### src/rtl/alu_arbiter.sv
// Two-port round-robin front end for the shared ALU: accepts one operation,
// screens illegal opcodes, issues a single-cycle enable and returns the captured result.
module alu_arbiter #(
  parameter logic RR_INIT = 1'b0
) (
  input  logic        clk,
  input  logic        rst,
  input  logic        req0_valid,
  output logic        req0_ready,
  input  logic [7:0]  req0_op,
  input  logic [7:0]  req0_a,
  input  logic [7:0]  req0_b,
  input  logic        req0_cin,
  input  logic        req1_valid,
  output logic        req1_ready,
  input  logic [7:0]  req1_op,
  input  logic [7:0]  req1_a,
  input  logic [7:0]  req1_b,
  input  logic        req1_cin,
  output logic        rsp0_valid,
  input  logic        rsp0_ready,
  output logic        rsp1_valid,
  input  logic        rsp1_ready,
  output logic [15:0] rsp_result,
  output logic        rsp_carry,
  output logic        rsp_zero,
  output logic        rsp_sign,
  output logic        rsp_err,
  output logic        busy,
  output logic        alu_enable,
  output logic [7:0]  alu_operation,
  output logic [7:0]  alu_op1,
  output logic [7:0]  alu_op2,
  output logic        alu_cpu_carry,
  input  logic [7:0]  alu_result_l,
  input  logic [7:0]  alu_result_h,
  input  logic        alu_carry,
  input  logic        alu_zero,
  input  logic        alu_sign
);

  typedef enum logic [1:0] {IDLE, ISSUE, WAIT, RESP} state_t;

  state_t      state_q, state_d;
  logic        prio_q, prio_d;
  logic        owner_q, owner_d;
  logic [7:0]  op_q, op_d;
  logic [7:0]  a_q, a_d;
  logic [7:0]  b_q, b_d;
  logic        cin_q, cin_d;
  logic [15:0] res_q, res_d;
  logic        carry_q, carry_d;
  logic        zero_q, zero_d;
  logic        sign_q, sign_d;
  logic        err_q, err_d;

  logic        grant0, grant1;
  logic [7:0]  win_op;

  function automatic logic is_legal(input logic [7:0] op);
    return (op == 8'h01) || (op == 8'h02) || (op == 8'h03) ||
           ((op >= 8'h06) && (op <= 8'h0A)) ||
           ((op >= 8'h8E) && (op <= 8'h9B));
  endfunction

  // Grants are only meaningful in IDLE; prio_q breaks the tie when both are valid.
  assign grant0 = req0_valid && (!req1_valid || !prio_q);
  assign grant1 = req1_valid && (!req0_valid ||  prio_q);
  assign win_op = grant1 ? req1_op : req0_op;

  always_ff @(posedge clk or posedge rst) begin
    if (rst) begin
      state_q <= IDLE;
      prio_q  <= RR_INIT;
      owner_q <= 1'b0;
      op_q    <= '0;
      a_q     <= '0;
      b_q     <= '0;
      cin_q   <= 1'b0;
      res_q   <= '0;
      carry_q <= 1'b0;
      zero_q  <= 1'b0;
      sign_q  <= 1'b0;
      err_q   <= 1'b0;
    end else begin
      state_q <= state_d;
      prio_q  <= prio_d;
      owner_q <= owner_d;
      op_q    <= op_d;
      a_q     <= a_d;
      b_q     <= b_d;
      cin_q   <= cin_d;
      res_q   <= res_d;
      carry_q <= carry_d;
      zero_q  <= zero_d;
      sign_q  <= sign_d;
      err_q   <= err_d;
    end
  end

  always_comb begin
    state_d = state_q;
    prio_d  = prio_q;
    owner_d = owner_q;
    op_d    = op_q;
    a_d     = a_q;
    b_d     = b_q;
    cin_d   = cin_q;
    res_d   = res_q;
    carry_d = carry_q;
    zero_d  = zero_q;
    sign_d  = sign_q;
    err_d   = err_q;
    case (state_q)
      IDLE: begin
        if (grant0 || grant1) begin
          owner_d = grant1;
          op_d    = win_op;
          a_d     = grant1 ? req1_a   : req0_a;
          b_d     = grant1 ? req1_b   : req0_b;
          cin_d   = grant1 ? req1_cin : req0_cin;
          if (is_legal(win_op)) begin
            state_d = ISSUE;
          end else begin
            state_d = RESP;
            res_d   = '0;
            carry_d = 1'b0;
            zero_d  = 1'b0;
            sign_d  = 1'b0;
            err_d   = 1'b1;
          end
        end
      end
      ISSUE: state_d = WAIT;
      WAIT: begin
        res_d   = {alu_result_h, alu_result_l};
        carry_d = alu_carry;
        zero_d  = alu_zero;
        sign_d  = alu_sign;
        err_d   = 1'b0;
        state_d = RESP;
      end
      RESP: begin
        if (owner_q ? rsp1_ready : rsp0_ready) begin
          state_d = IDLE;
          prio_d  = ~owner_q;
        end
      end
      default: state_d = IDLE;
    endcase
  end

  always_comb begin
    req0_ready = (state_q == IDLE) && grant0 && !rst;
    req1_ready = (state_q == IDLE) && grant1 && !rst;
    rsp0_valid = (state_q == RESP) && !owner_q;
    rsp1_valid = (state_q == RESP) &&  owner_q;
    busy       = (state_q != IDLE);
    alu_enable = (state_q == ISSUE);
  end

  assign alu_operation = op_q;
  assign alu_op1       = a_q;
  assign alu_op2       = b_q;
  assign alu_cpu_carry = cin_q;
  assign rsp_result    = res_q;
  assign rsp_carry     = carry_q;
  assign rsp_zero      = zero_q;
  assign rsp_sign      = sign_q;
  assign rsp_err       = err_q;

endmodule

### config.mk
export PLATFORM = sky130hd
export DESIGN_NAME = alu_arbiter
export DESIGN_NICKNAME = d
export VERILOG_FILES = /design/src/rtl/alu_arbiter.sv
export SDC_FILE = /design/constraint.sdc
export NUM_CORES = 1
export LEC_CHECK = 0
export ABC_AREA = 1
export CAP_MARGIN = 10
export CORE_MARGIN = 2
export CORE_UTILIZATION = 35
export DETAILED_ROUTE_END_ITERATION = 6
export PLACE_DENSITY = 0.71
export SLEW_MARGIN = 40
export SYNTH_ARGS = -nofsm -noshare
export SYNTH_HDL_FRONTEND = slang
export SYNTH_SLANG_ARGS = --single-unit
### constraint.sdc
create_clock -name clk -period 2.4 [get_ports clk]
set_input_delay 0.6 -clock clk [delete_from_list [all_inputs] [get_ports clk]]
set_output_delay 0.6 -clock clk [all_outputs]
set_load 0.01 [all_outputs]
**Word-level counts from Yosys, hierarchy flattened**

Cells that the tools add are included.

- $add $sub $neg: 0
- Multiply operators: 0
- Divide/modulo/power cells: 0
- Order comparisons: 4
- Eq/ne operators: 9
- Shift-type cells: 0
- Multiplexer cells: 20
- Bitwise gates (word level): 1
- Reduce and logical (&&, ||, !) cells: 29

Operators with widths:

| kind | count |
|---|---|
| 16-bit two-way mux | 2 |
| 16-bit one-hot mux with 2 select lines | 1 |
| 8-bit two-way mux | 3 |
| 8-bit by 2-bit equality test with 1-bit output, second input constant | 2 |
| 1-bit logical AND | 10 |
| 8-bit by 1-bit equality test with 1-bit output, second input constant | 1 |
| 8-bit by 3-bit >= comparator with 1-bit output, second input constant | 1 |
| 8-bit >= comparator, second input constant | 1 |
| 8-bit by 4-bit less-or-equal comparator with 1-bit output, second input constant | 1 |
| 8-bit less-or-equal comparator, second input constant | 1 |
| 1-bit one-hot mux with 2 select lines | 4 |
| 2-bit one-hot mux with 4 select lines | 1 |
| 1-bit logical OR | 7 |
| 1-bit two-way mux | 6 |
| 2-bit two-way mux | 3 |
| 2-bit != test, second input constant | 3 |
| 2-bit AND reduction | 3 |
| 1-bit zero test | 5 |
| 2-bit equality test, second input constant | 2 |
| 2-bit nonzero test | 2 |
| 3-bit AND reduction | 1 |
| 2-bit by 1-bit equality test with 1-bit output, second input constant | 1 |
| 2-bit zero test | 1 |
| 1-bit inverter | 1 |

- Register bits: 49
- Latch bits: 0
- RAM bits: 0
- Bits in read-only memories: 0
- Bits of input ports: 75
- Output and inout port bits: 51
- Logic and storage cells: 75
- Memories: 0

**Depth between registers and ports, before layout**

- Depth in word-level cells: 12
- Depth in mapped cells: 14
- Gate-level depth less buffers: 13

**Least setup slack after synthesis**

OpenSTA, ideal clock, no wires.

- Path type: input port to flip-flop
- Start point: in req0_valid
- End point: reg carry_q, in the netlist rsp_carry
- Setup time: 0.117 ns
- Data arrival time: 1.828 ns
- Data required time: 2.283 ns
- Slack: 0.455 ns
- Stages on the path: 12
- Path buffers: 2
- Path through: nand2_1 -> nand2_2 -> buf_2 -> o21ai_0 -> nand2_1 -> a21oi_2 -> nand3_2 -> nand2_2 -> nand2_4 -> buf_6 -> nand2_1 -> nand2_1

- Longest elaborated chain between the ends: 11
- Elaborated cells on any way between the ends: 22
- Those cells by class: 4 x order compare; 5 x eq/ne; 1 x mux; 12 x reduce/logical

Ends and longest elaborated chain:

| element | RTL line | text |
|---|---|---|
| start: declaration | 8 | `input logic req0_valid,` |
| parallel branches: the longest is 10 deep, another holds 8-bit by 3-bit >= comparator with 1-bit output | n/a |  |
| 3-bit AND reduction (no line) * | n/a |  |
| end signal: assignment | 94 | `carry_q <= carry_d;` |
| end: declaration | 52 | `logic carry_q, carry_d;` |

Every way passes the cells marked *.
A chain may end at the register's enable or synchronous reset.

**Worst setup path after layout**

- Start point: reg state_q[1]
- End point: out rsp0_valid

- Longest elaborated chain between the ends: 2

Ends and longest elaborated chain:

| element | RTL line | text |
|---|---|---|
| start: declaration | 44 | `state_t state_q, state_d;` |
| start signal: assignment | 86 | `state_q <= state_d;` |
| 2-bit equality test | 156 | `rsp0_valid = (state_q == RESP) && !owner_q;` |
| 1-bit logical AND | 156 |  |
| end: declaration | 20 | `output logic rsp0_valid,` |

No other way between the ends.

==> summary.md <==
| Metric | Value |
|---|---|
| PnR worst setup slack | `0.1571 ns` |
| Post-synthesis cell count | `341` |
| CP required | `1.80 ns` |
| Final min period | `2.243 ns` |
| Slew margin rel. | `69.78%` |
| # port buffers | `125` |
| Hold Path Stages | `2` |
| Clock Skew | `0.003894 ns` |
| Gpl congestion | `0.8020` |
| CP cell instances | `ha_1, inv_1, nor2_1, clkdlybuf4s50_1` |
| Share of async-settable or async-resettable flops after synthesis | `100.0%` |
| Dpl hpwl | `5335 um` |
| WL/cell | `11.82 um` |
| Die height | `89.23 um` |
| Pins Over Slew Limit | `0` |
| Met3 WL post-DR | `445 um` |
| Initial DRC count | `83` |
| Peak VDD IR | `0.0004598 V` |
| Io pins | `126` |
| Area Growth Syn to Fin | `62.75%` |
| Clock Power Share | `11.3%` |
| Max incr delay on CP | `0.57 ns` |
| Worst slew pin tran | `0.4522 ns` |
| Hold Path End | `alu_operation[7]$_DFFE_PP0P_` |
| Layout cells sized above 1 | `7.950%` |
| # fillers | `719` |
| Sequential share of power | `31.9%` |
| Net Sw Power | `0.001683 W` |
| Clk slew on worst S/H paths | `0.08 ns` |
| Total CTS buffers | `5` |
| Final Power | `0.004278 W` |
| GR Overflow Total | `0` |
| Met1 Wirelength | `2711 um` |
| R2R setup slack | `0.62 ns` |
| Vias | `2633` |
| R2r startpoint | `prio_q$_DFFE_PP0P_` |
| Combinational share of power | `56.8%` |
| FF+latch area | `1226 um2` |
| Peak Freq | `0.4458 GHz` |
| Synthesized flop and latch total | `49` |
| Setup Viol. Count Final | `0` |
| Post-Place Setup Slack | `-0.2674 ns` |
| H-tree Lvls | `2` |
| WP data arrival | `1.64 ns` |
| Highest layer used for signal routing | `met4` |
| PD cells | `1034 nW/um2` |
| DIE AREA | `7962 um2` |
| Main synth FF type | `dfrtp_1` |
| CTS max path bufs | `2` |
| Post-synthesis sequential area ratio | `48.23%` |
| Number of synthesized flops with an enable pin | `0` |
| CP Capture Type | `output port` |
| First-pass GRT wire length | `11160 um` |
| Final core occ | `57.98%` |
| Vias in the first global route | `2505` |
| Mapped Avg Cell Area | `7.456 um2` |
| Final WL | `6823 um` |
| CORE AREA | `7137 um2` |
| Startpoint Class | `flop` |
| Setup TNS | `0 ns` |
| Crit path kind | `flop to output port` |
| HP Class | `flop to flop` |
| Max_cap viols | `0` |
| RSZ-0062 raised after global routing | `false` |
| CP max-delay cell | `clkdlybuf4s50_1` |
| Clock sink total | `49` |
| Largest net degree at the start of global routing | `40` |
| Syn Nets | `421` |
| DRC viols | `0` |
| Worst-path maximum fanout | `4` |
| Status | `finished, final reports clean` |
| Met2 routed WL | `3569 um` |
| Clock root cell | `clkbuf_8` |
| CTS tree | `done` |
| DR pass1 iterations | `4` |
| Synth unique cells | `20` |
| Fraction of power spent switching nets | `39.34%` |
| Hold_ws | `0.4847 ns` |
| Hold Vio Cnt, Final | `0` |
| Hold path startpoint | `alu_operation[7]$_DFFE_PP0P_` |
| Vias/cell | `4.563` |
| Clk Latency, worst-skew pair | `0.29 ns` |
| Mapped cell area | `2542 um2` |
| Pint | `0.002595 W` |
| Tcrit/Tclk final | `93.46%` |
| All-Layer GR Usage | `17.92%` |
| Final nets | `558` |
| Antenna Cells | `0` |
| Multi-input gate area | `1094 um2` |
| Antenna violations before repair | `0` |
| Worst r2r dst | `rsp_err$_DFFE_PP0P_` |
| Post-route ant nets | `0` |
| Initial Util | `35.62%` |
| Hold-fix buffers, CTS | `0` |
| Ys Warns | `0` |
| Die Width | `89.23 um` |
| Pleak | `2.087 nW` |
| Row count | `31` |
| Reg2reg path depth | `13` |
-- cell type report --
cell class	count	share of cell area, %
repair buffers	146	35.23
clock buffers	7	2.086
well taps	99	2.994
inverters	40	3.629
multi-input cells	236	26.43
flip-flops and latches	49	29.63
-- worst max-delay path by stage --
stage / start / to / slack (ns) / cells after the start
CTS: state_q[0]$_DFFE_PP0P_ / busy / 0.05 / 4
global placement: req1_valid / rsp_result[12]$_DFFE_PP0P_ / -0.20 / 13
global route: req0_valid / rsp_err$_DFFE_PP0P_ / 0.01 / 15
finish: state_q[1]$_DFFE_PP0P_ / rsp0_valid / 0.16 / 4
floorplan: req0_valid / rsp_carry$_DFFE_PP0P_ / 0.46 / 12
detailed placement: req1_valid / rsp_result[2]$_DFFE_PP0P_ / -0.27 / 13
-- layer usage --
layer	GRT usage, %	vias to the layer above
li1	-	1337
met1	19.91	1215
met5	0	-
met4	4.885	0
met3	5.171	11
met2	33.27	70
-- cell families after synthesis --
kind of cell | count (synthesis) | share of synthesized area, %
compound gates | 38 | 8.711
fa+ha+maj | 5 | 2.461
buf+inv | 56 | 9.301
flops | 49 | 48.23
simple gates | 193 | 31.30
-- synth_stat cells (3+ instances only) --
cell	n	area, um2
clkbuf_1	9	33.78
ha_1	5	62.56
buf_2	3	15.01
nand2_1	129	484.2
nor2_1	24	90.09
dfrtp_1	49	1226
inv_1	40	150.1
o21ai_0	14	70.07
nand3_1	30	150.1
a31oi_1	20	125.1
nand2_2	6	37.54
-- cell usage in the layout (no fill, tap or decap) --
| cell type | netlist | routed |
|---|---|---|
| inv_2 | 0 | 1 |
| clkbuf_2 | 0 | 1 |
| nand2_4 | 1 | 1 |
| clkdlybuf4s50_1 | 0 | 121 |
| nand2_8 | 0 | 1 |
| clkbuf_8 | 0 | 6 |
| o21ai_0 | 14 | 12 |
| a31oi_1 | 20 | 20 |
| nand3_2 | 1 | 1 |
| clkbuf_1 | 9 | 1 |
| nand3_1 | 30 | 30 |
| nand3b_1 | 1 | 1 |
| dlymetal6s2s_1 | 0 | 2 |
| nand2_1 | 129 | 129 |
| nor2_1 | 24 | 24 |
| ha_1 | 5 | 5 |
| dfrtp_1 | 49 | 49 |
| buf_12 | 0 | 4 |
| nand2_2 | 6 | 5 |
| dlygate4sd2_1 | 0 | 1 |
| nor3_1 | 1 | 1 |
| o21a_1 | 1 | 1 |
| o21ai_1 | 0 | 2 |
| buf_4 | 2 | 17 |
| a21oi_1 | 2 | 2 |
| inv_1 | 40 | 39 |
| a21oi_2 | 1 | 1 |
-- through the flow --
stage                     cells  cell area (um2)
after CTS                   577             4110
after detailed placement    570             4026
after global placement      570             4026
after floorplan             341             2542
after global routing        577             4138
final                       577             4138
-- critical path, delay by kind of cell (launching register included) --
family / cells / cell delay (ns)
fa+ha+maj: 1 / 0.21
buf+inv: 2 / 0.64
flops: 1 / 0.41
simple gates: 1 / 0.08
-- power by group through the flow --
stage	clock (W)	combinational, W	sequential (W)
final	0.000482	0.00243	0.00136
after global routing	0.000528	0.00273	0.00141
after CTS	0.000500	0.00244	0.00137
after detailed placement	0	0.00243	0.00139
after global placement	0	0.00239	0.00137
after floorplan	0	0.00115	0.00150
-- state kept, by name, summed over array words and instances (netlist names) --
register and count:
prio_q 1, rsp_err 1, alu_op2 8, owner_q 1, alu_operation 8, alu_cpu_carry 1
rsp_carry 1, alu_op1 8, state_q 2, rsp_sign 1, rsp_zero 1, rsp_result 16
-- what timing repair did --
item | 4_1_cts | 5_1_grt
gates resized for setup | 2 | 11
cloned | 0 | 0
pin swaps | 0 | 0
buffers inserted | 0 | 0
setup endpoints to repair | 2 | 22
Power figures use the tool's default switching activity.
==> RTL edit: new RTL, same flow settings <==
The parameter `RR_INIT` goes from 1'b0 to 1'b1.
--- a/src/rtl/alu_arbiter.sv
+++ b/src/rtl/alu_arbiter.sv
@@ -1,7 +1,7 @@
 // Two-port round-robin front end for the shared ALU: accepts one operation,
 // screens illegal opcodes, issues a single-cycle enable and returns the captured result.
 module alu_arbiter #(
-  parameter logic RR_INIT = 1'b0
+  parameter logic RR_INIT = 1'b1
 ) (
   input  logic        clk,
   input  logic        rst,
Behaviour: not the same (Yosys sat finds a counterexample within 4 cycles, from zero or initial values and one cycle with rst high).
==> RTL edit against the unedited design <==
Critical path type is now input pin to output port; final area decreased by 0.24%; die area is essentially flat; clock power rose by 20%; synthesized cell count is the same; sequential cell count stayed put; via count shrank 0.11%; largest cell class unchanged; power up 1.9%; non-clock buffer count is 2 lower; count of clock-buffer cells in the layout is 2 lower; sequential share of layout area increased by 0.10 points; area after synthesis about the same; wire length increased by 0.60%; worst setup slack worse by 0.081 ns.
==> RTL edit: results (changes against the unedited design) <==
Synth
  • Seq/Total Area, Yosys: 48.3% (about the same)
  • Adder-cell share of the synthesized area: 2.46% (about the same)
  • Top post-synthesis cells by count: 129 x nand2_1, 48 x dfrtp_1, 40 x inv_1
  • Synth area leaders: dfrtp_1 47%, nand2_1 19%, inv_1 5.9%, nand3_1 5.9%, a31oi_1 4.9%
  • Compound-cell area share of the yosys netlist: 8.71% (about the same)
  • Synthesized Nets: 421 (unchanged)
  • Library cells used by synthesis: 21 (+5.0%)
  • Post-Synth XOR/XNOR Area: 0% (unchanged)
  • Top FF cell, synth: dfrtp_1
  • Post-Syn Instances: 341 (unchanged)

Placed design
  • Placed cell area: 4010 µm² (-0.34%)
  • DP HPWL: 5.32 mm (-0.22%)
  • GP Congestion: 0.781 (-2.6%)
  • Post-Place Worst Slack: -0.299 ns (-0.0317 ns)
  • Placed cell count: 568 (-0.35%)

STA
  • Slew HR: 69.2% (-0.54 points)
  • Clock Skew: 0.00831 ns (+0.00441 ns)

Cells and area
  • Final nets: 556 (-0.36%)
  • Share of cells above drive strength 1: 7.77% (-0.18 points)

GRT
  • Largest net degree at the start of global routing: 40 (unchanged)
  • First-pass GRT wire length: 11.0 mm (-1.8%)
  • Via count of the first global-routing pass: 2,506 (+0.040%)
  • Total Routing Usage GR: 17.7% (-0.21 points)

Pwr
  • Max VDD drop: 392 µV (-15%)
  • Leakage: 2.08 nW (-0.49%)

Critical path
  • Slowest Stage Delay on Critical Path: 0.52 ns (-0.05 ns)
  • Critical path arrival: 1.72 ns (+0.08 ns)
  • CP max FO: 3 (-1)

Detailed routing
  • DR vias/cell: 4.57 (+0.23%)
  • DR WL/cell: 11.9 µm (+0.95%)
  • Via count: 2,630 (-0.11%)
  • DRT iter0 DRCs: 105 (+27%)

Status
  • Status: completed

Clock network
  • CTS root buf: clkbuf_8
  • H-tree depth: 2 (unchanged)
  • Clock latency on the worst-skew pair: 0.30 ns
## RTL edit: cell types whose count changed in the layout (fill, tap and decap cells not counted), moves of 2 or more
cell           before  now
dlygate4sd2_1       1    3
buf_4              17   15
o21ai_1             2    0
o21ai_0            12   14
## RTL edit: worst paths after layout
check / start / end / slack [ns] / depth (start not counted)
worst max register to register: prio_q / rsp_result[12] / 0.39 / 13
worst min register to register: alu_operation[6] / alu_operation[6] / 0.49 / 2
max in group asynchronous: rst / prio_q / 1.15 / 3
worst max-delay path: req0_valid / req1_ready / 0.08 / 7
worst min-delay path: alu_operation[6] / alu_operation[6] / 0.49 / 2
min in group asynchronous: rst / alu_op1[5] / 0.66 / 2
## RTL edit: logic make-up after synthesis
family                   after synthesis
AND/OR/NAND/NOR                      193
buffers and inverters                 56
flip-flops                            49
AO/OA/AOI/OAI                         38
adder cells (fa/ha/maj)                5
## RTL edit: metal layers
layer  up-vias  share of wire [%]  wire, µm  global-route usage, %
met5         -                  0         0                      0
li1       1334                  -         -                      -
met2        70                 53      3650                   34.1
met1      1223                 39      2680                   18.6
met3         3                7.1       490                   5.82
met4         0               0.60        41                   3.80
## RTL edit: final cells by class
cell class	count	area (µm²)
tap	99	124
multi-input combinational	236	1090
clock inverter	2	35.0
fill	695	3010
timing repair buffer	144	1430
clock buffer	5	68.8
inverter	40	150
sequential	49	1230
## RTL edit: timing repair
item | 4_1_cts | 5_1_grt
resized for setup | 3 | 3
endpoints found under the setup margin | 2 | 14
buffers inserted | 0 | 0
## RTL edit: power by group
| group | total (mW) | switching (mW) | internal [mW] |
|---|---|---|---|
| combinational | 2.42 | 1.24 | 1.18 |
| clock | 0.578 | 0.274 | 0.303 |
| sequential | 1.37 | 0.189 | 1.18 |
